--- src/rtl/branch_flag_unit_pkg.sv ---
// Shared encodings for the branch/flag unit: ALU opcode classes, branch
// condition codes and the flush state machine encoding.
package branch_flag_unit_pkg;

    localparam logic [2:0] OP_ADD = 3'b000;
    localparam logic [2:0] OP_SUB = 3'b001;
    localparam logic [2:0] OP_XOR = 3'b010;
    localparam logic [2:0] OP_SLL = 3'b011;
    localparam logic [2:0] OP_SRL = 3'b100;
    localparam logic [2:0] OP_SRA = 3'b101;
    localparam logic [2:0] OP_LL  = 3'b110;
    localparam logic [2:0] OP_LH  = 3'b111;

    localparam logic [2:0] COND_NE = 3'b000;
    localparam logic [2:0] COND_EQ = 3'b001;
    localparam logic [2:0] COND_GT = 3'b010;
    localparam logic [2:0] COND_LT = 3'b011;
    localparam logic [2:0] COND_GE = 3'b100;
    localparam logic [2:0] COND_LE = 3'b101;
    localparam logic [2:0] COND_OV = 3'b110;
    localparam logic [2:0] COND_UN = 3'b111;

    localparam int CNT_W = 3;

    typedef enum logic {
        ST_IDLE  = 1'b0,
        ST_FLUSH = 1'b1
    } state_e;

    function automatic logic op_writes_ov(input logic [2:0] op);
        return (op == OP_ADD) || (op == OP_SUB);
    endfunction

    function automatic logic op_writes_zn(input logic [2:0] op);
        return (op != OP_LL) && (op != OP_LH);
    endfunction

endpackage

--- src/rtl/branch_flag_unit_cond_eval.sv ---
// Pure combinational branch condition evaluator over a Z/OV/N flag triple.
module cond_eval
    import branch_flag_unit_pkg::*;
(
    input  logic       eff_z,
    input  logic       eff_ov,
    input  logic       eff_n,
    input  logic [2:0] cond,
    output logic       taken
);

    always_comb begin
        case (cond)
            COND_NE: taken = !eff_z;
            COND_EQ: taken = eff_z;
            COND_GT: taken = !eff_z && !eff_n;
            COND_LT: taken = eff_n;
            COND_GE: taken = eff_z || !eff_n;
            COND_LE: taken = eff_n || eff_z;
            COND_OV: taken = eff_ov;
            default: taken = 1'b1;
        endcase
    end

endmodule

--- src/rtl/branch_flag_unit.sv ---
// Execute-stage flag register and branch resolver: forwards same-cycle ALU
// flags into branch decisions and issues a registered redirect plus flush.
module branch_flag_unit
    import branch_flag_unit_pkg::*;
#(
    parameter int PC_W         = 16,
    parameter int OFF_W        = 9,
    parameter int FLUSH_CYCLES = 2
) (
    input  logic             clk,
    input  logic             rst_n,
    input  logic             alu_valid,
    input  logic [2:0]       alu_opcode,
    input  logic             alu_z,
    input  logic             alu_ov,
    input  logic             alu_n,
    input  logic             br_valid,
    input  logic [2:0]       br_cond,
    input  logic [PC_W-1:0]  br_pc,
    input  logic [OFF_W-1:0] br_offset,
    output logic             flag_z,
    output logic             flag_ov,
    output logic             flag_n,
    output logic             redirect_valid,
    output logic [PC_W-1:0]  redirect_pc,
    output logic             flush,
    output logic             busy
);

    state_e           state_q, state_d;
    logic [CNT_W-1:0] cnt_q, cnt_d;
    logic             flag_z_q, flag_z_d;
    logic             flag_ov_q, flag_ov_d;
    logic             flag_n_q, flag_n_d;
    logic             redirect_valid_q, redirect_valid_d;
    logic [PC_W-1:0]  redirect_pc_q, redirect_pc_d;
    logic             flush_q, flush_d;
    logic             busy_q, busy_d;

    logic             upd_zn, upd_ov, taken;
    logic [PC_W-1:0]  offset_ext, target;

    // Everything arriving while a flush is in progress belongs to squashed instructions.
    assign upd_zn = alu_valid && (state_q == ST_IDLE) && op_writes_zn(alu_opcode);
    assign upd_ov = alu_valid && (state_q == ST_IDLE) && op_writes_ov(alu_opcode);

    assign flag_z_d  = upd_zn ? alu_z  : flag_z_q;
    assign flag_ov_d = upd_ov ? alu_ov : flag_ov_q;
    assign flag_n_d  = upd_zn ? alu_n  : flag_n_q;

    assign offset_ext = {{(PC_W-OFF_W){br_offset[OFF_W-1]}}, br_offset};
    assign target     = br_pc + PC_W'(1) + offset_ext;

    cond_eval u_cond_eval (
        .eff_z  (flag_z_d),
        .eff_ov (flag_ov_d),
        .eff_n  (flag_n_d),
        .cond   (br_cond),
        .taken  (taken)
    );

    always_comb begin
        state_d          = state_q;
        cnt_d            = cnt_q;
        redirect_valid_d = 1'b0;
        redirect_pc_d    = redirect_pc_q;
        flush_d          = flush_q;
        busy_d           = busy_q;
        case (state_q)
            ST_IDLE: begin
                if (br_valid && taken) begin
                    state_d          = ST_FLUSH;
                    cnt_d            = CNT_W'(FLUSH_CYCLES - 1);
                    redirect_valid_d = 1'b1;
                    redirect_pc_d    = target;
                    flush_d          = 1'b1;
                    busy_d           = 1'b1;
                end
            end
            default: begin
                if (cnt_q != '0) begin
                    cnt_d = cnt_q - CNT_W'(1);
                end else begin
                    state_d = ST_IDLE;
                    flush_d = 1'b0;
                    busy_d  = 1'b0;
                end
            end
        endcase
    end

    always_ff @(posedge clk or negedge rst_n) begin
        if (!rst_n) begin
            state_q          <= ST_IDLE;
            cnt_q            <= '0;
            flag_z_q         <= 1'b0;
            flag_ov_q        <= 1'b0;
            flag_n_q         <= 1'b0;
            redirect_valid_q <= 1'b0;
            redirect_pc_q    <= '0;
            flush_q          <= 1'b0;
            busy_q           <= 1'b0;
        end else begin
            state_q          <= state_d;
            cnt_q            <= cnt_d;
            flag_z_q         <= flag_z_d;
            flag_ov_q        <= flag_ov_d;
            flag_n_q         <= flag_n_d;
            redirect_valid_q <= redirect_valid_d;
            redirect_pc_q    <= redirect_pc_d;
            flush_q          <= flush_d;
            busy_q           <= busy_d;
        end
    end

    assign flag_z         = flag_z_q;
    assign flag_ov        = flag_ov_q;
    assign flag_n         = flag_n_q;
    assign redirect_valid = redirect_valid_q;
    assign redirect_pc    = redirect_pc_q;
    assign flush          = flush_q;
    assign busy           = busy_q;

endmodule

--- config.mk ---
export PLATFORM = sky130hd
export DESIGN_NAME = branch_flag_unit
export DESIGN_NICKNAME = d
export VERILOG_FILES = /design/src/rtl/branch_flag_unit_pkg.sv /design/src/rtl/branch_flag_unit_cond_eval.sv /design/src/rtl/branch_flag_unit.sv
export SDC_FILE = /design/constraint.sdc
export NUM_CORES = 1
export LEC_CHECK = 0
export BUFFER_PORTS_ARGS = -buffer_cell sky130_fd_sc_hd__buf_2
export CAP_MARGIN = 20
export CORE_UTILIZATION = 51
export DETAILED_ROUTE_END_ITERATION = 10
export MAX_ROUTING_LAYER = met4
export PLACE_DENSITY = 0.81
export SLEW_MARGIN = 15
export SYNTH_ARGS = -nofsm -noshare
export SYNTH_HDL_FRONTEND = slang
export SYNTH_HIERARCHICAL = 1
export SYNTH_SLANG_ARGS = --single-unit
--- constraint.sdc ---
create_clock -name clk -period 3 [get_ports clk]
set_input_delay 0.45 -clock clk [delete_from_list [all_inputs] [get_ports clk]]
set_output_delay 0.45 -clock clk [all_outputs]
set_load 0.005 [all_outputs]
==> reports/qor.txt <==
status = finished, final reports clean
postcts setup bufs = 0
remaining antenna violation count = 0
syn nets = 259
row cnt = 21
setup TNS = 0 ns
Worst EP arrival = 2.76 ns
sw power = 0.526 mW
CP Max Fanout = 32
commonest non-fill, non-tap cell in the layout = buf_2
Sw Share = 38.1%
final worst-path setup slack = 0.447 ns
cts hold-fix bufs = 0
HPWL Detailed = 2.95 mm
clock-pin transition on the worst setup and hold timing paths = 0.13 ns
MaxCap Viol Count = 0
first drt pass iteration count = 4
layout cells sized above 1 = 29.2%
area of the core = 0.00336 mm^2
total routed wirelength = 3.68 mm
Max Slew Vio Count = 0
Final period util = 85.1%
Die ar. = 0.00379 mm^2
Static Leak = 1.09 nW
CTS sink count = 25
Starting DRT DRC Count = 45
sequential area share after synthesis = 34.5%
met2 WL = 1.69 mm
commonest non-fill, non-tap cells in the layout = buf_2 (58), nand2_1 (30), dfrtp_1 (25)
sequential fraction of design power = 41.8%
Setup crit start kind = flip-flop
Crit path required time = 3.21 ns
crit path kind = flip-flop to flip-flop
final setup vio count = 0
Die Y = 61.6 um
Tot GR Track Use = 21.3%
DRC violations left = 0
Area after DPL = 0.00214 mm^2
combinational power share = 47.8%
Clock Tree Buf Depth = 2
met3 WL = 177 um
Pwr Total = 1.38 mW
CTS Buf Count = 3
H-tree depth = 1
Final GP Congestion = 0.849
EDFF count, synth = 0
FF+latch count, synth = 25
min cycle time layout = 2.55 ns
# resized after CTS = 0
Fin. Hold Viols = 0
vias in the first global route = 1385
IO buf count = 58
# diodes = 0
CTS tree = done
largest vdd supply drop = 0.000190 V
largest net degree at the start of global routing = 33
Avg Inst Size Synth = 8.92 um^2
DR WL/cell = 12.0 um
Clk pwr share = 10.4%
post-synthesis async set-or-reset flop share = 100%
DR vias/cell = 5.41
Worst-Skew Late Latency = 0.30 ns
f_max = 392 MHz
unrepaired setup endpoints after global routing = false
DP Worst Slack = 0.346 ns
via count = 1654
crit end category = flip-flop
final instance area = 0.00216 mm^2
cells after synthesis = 203
area delta synth->final = 19.5%
fin nets = 317
max layer used = met4
Min Hold Slack = 0.105 ns
Int Pwr = 0.853 mW
worst slew pin tran = 0.533 ns
initial core utilization = 53.9%
pwr/cell area = 637 mW/mm^2
Clock Skew = 0.00424 ns
grt total ovfl = 0
type of the most critical hold path = input pin to async pin
antenna violations before repair = 0
Root Buffer = clkbuf_4
I/O Pins = 60
Slew headroom = 64.5%
wire length on met1 = 1.79 mm
ys flop type = dfrtp_1
post-synthesis instance area = 0.00181 mm^2
Die X = 61.6 um
first-pass GRT wire length = 5.85 mm
yosys warns = 6
synth unique cells = 51
==> critical path: stages, from the launching register on <==
cell      delay [ns]
dfrtp_1         0.46
nor4b_1         0.34
mux2_2          0.38
or2b_1          0.23
a311oi_2        0.25
a21oi_1         0.07
nand3_1         0.10
buf_4           0.29
nor2_1          0.10
a22oi_1         0.16
nand2_1         0.07
==> synth_stat cells, types with 3 or more instances <==
cell,instances,area share [%]
a211oi_1,3,1.2
a21o_1,5,2.1
a21oi_1,13,3.6
clkbuf_1,3,0.62
dfrtp_1,25,35
ha_1,17,12
inv_1,7,1.5
mux2_2,4,2.5
nand2_1,30,6.2
nand3_1,6,1.7
nor2_1,6,1.2
nor3_1,4,1.1
o21a_1,5,2.1
o21ai_0,21,5.8
o21ai_1,4,1.1
xor2_1,10,4.8
==> power by group through the flow <==
| stage | logic, mW | clock network, mW | registers [mW] |
|---|---|---|---|
| 2_1_floorplan | 0.406 | 0 | 0.592 |
| 3_3_place_gp | 0.646 | 0 | 0.579 |
| 3_5_place_dp | 0.665 | 0 | 0.589 |
| 4_1_cts | 0.668 | 0.150 | 0.580 |
| 5_1_grt | 0.765 | 0.163 | 0.603 |
| 6_report | 0.659 | 0.143 | 0.577 |
==> metrics by stage <==
step	instances	util, %
floorplan	203	-
global placement	302	63.6
detailed placement	302	63.6
CTS	306	64.4
global route	306	64.4
finish	306	64.4
==> state kept, by name, summed over array words and instances, names as in the netlist <==
register,cells
busy,1
cnt_q,3
flag_z,1
redirect_pc,16
state_q,1
flag_ov,1
redirect_valid,1
flag_n,1
==> area by class of cell <==
cell class | instances | area (um^2)
Fill cell | 318 | 1200
Tap cell | 46 | 57.6
Inverter | 7 | 26.3
Clock buffer | 4 | 26.3
Multi-Input combinational cell | 165 | 1130
Timing Repair Buffer | 59 | 298
Sequential cell | 25 | 626
==> metal layers <==
| metal | vias up | GRT usage (%) |
|---|---|---|
| li1 | 860 | - |
| met1 | 749 | 27.2 |
| met2 | 43 | 34.9 |
| met3 | 2 | 2.94 |
| met4 | 0 | 6.35 |
| met5 | - | - |
==> path summary, 6_finish.rpt <==
check	from	endpoint	slack, ns	cells past startpoint
worst max-delay path	state_q	redirect_pc[15]	0.45	10
worst max register to register	state_q	redirect_pc[15]	0.45	10
max in group asynchronous	rst_n	redirect_pc[8]	2.54	1
min in group clk	alu_ov	flag_ov	0.38	2
worst min register to register	redirect_pc[1]	redirect_pc[1]	0.49	2
worst min-delay path	rst_n	redirect_pc[9]	0.11	1
==> cell families after synthesis <==
logic type | synth area share (%)
AO/OA/AOI/OAI | 25.5
XOR/XNOR | 5.32
adder cells (fa/ha/maj) | 12.8
buffers and inverters | 3.04
flip-flops | 34.5
multiplexers | 2.49
AND/OR/NAND/NOR | 16.3
Power figures use the tool's default switching activity.
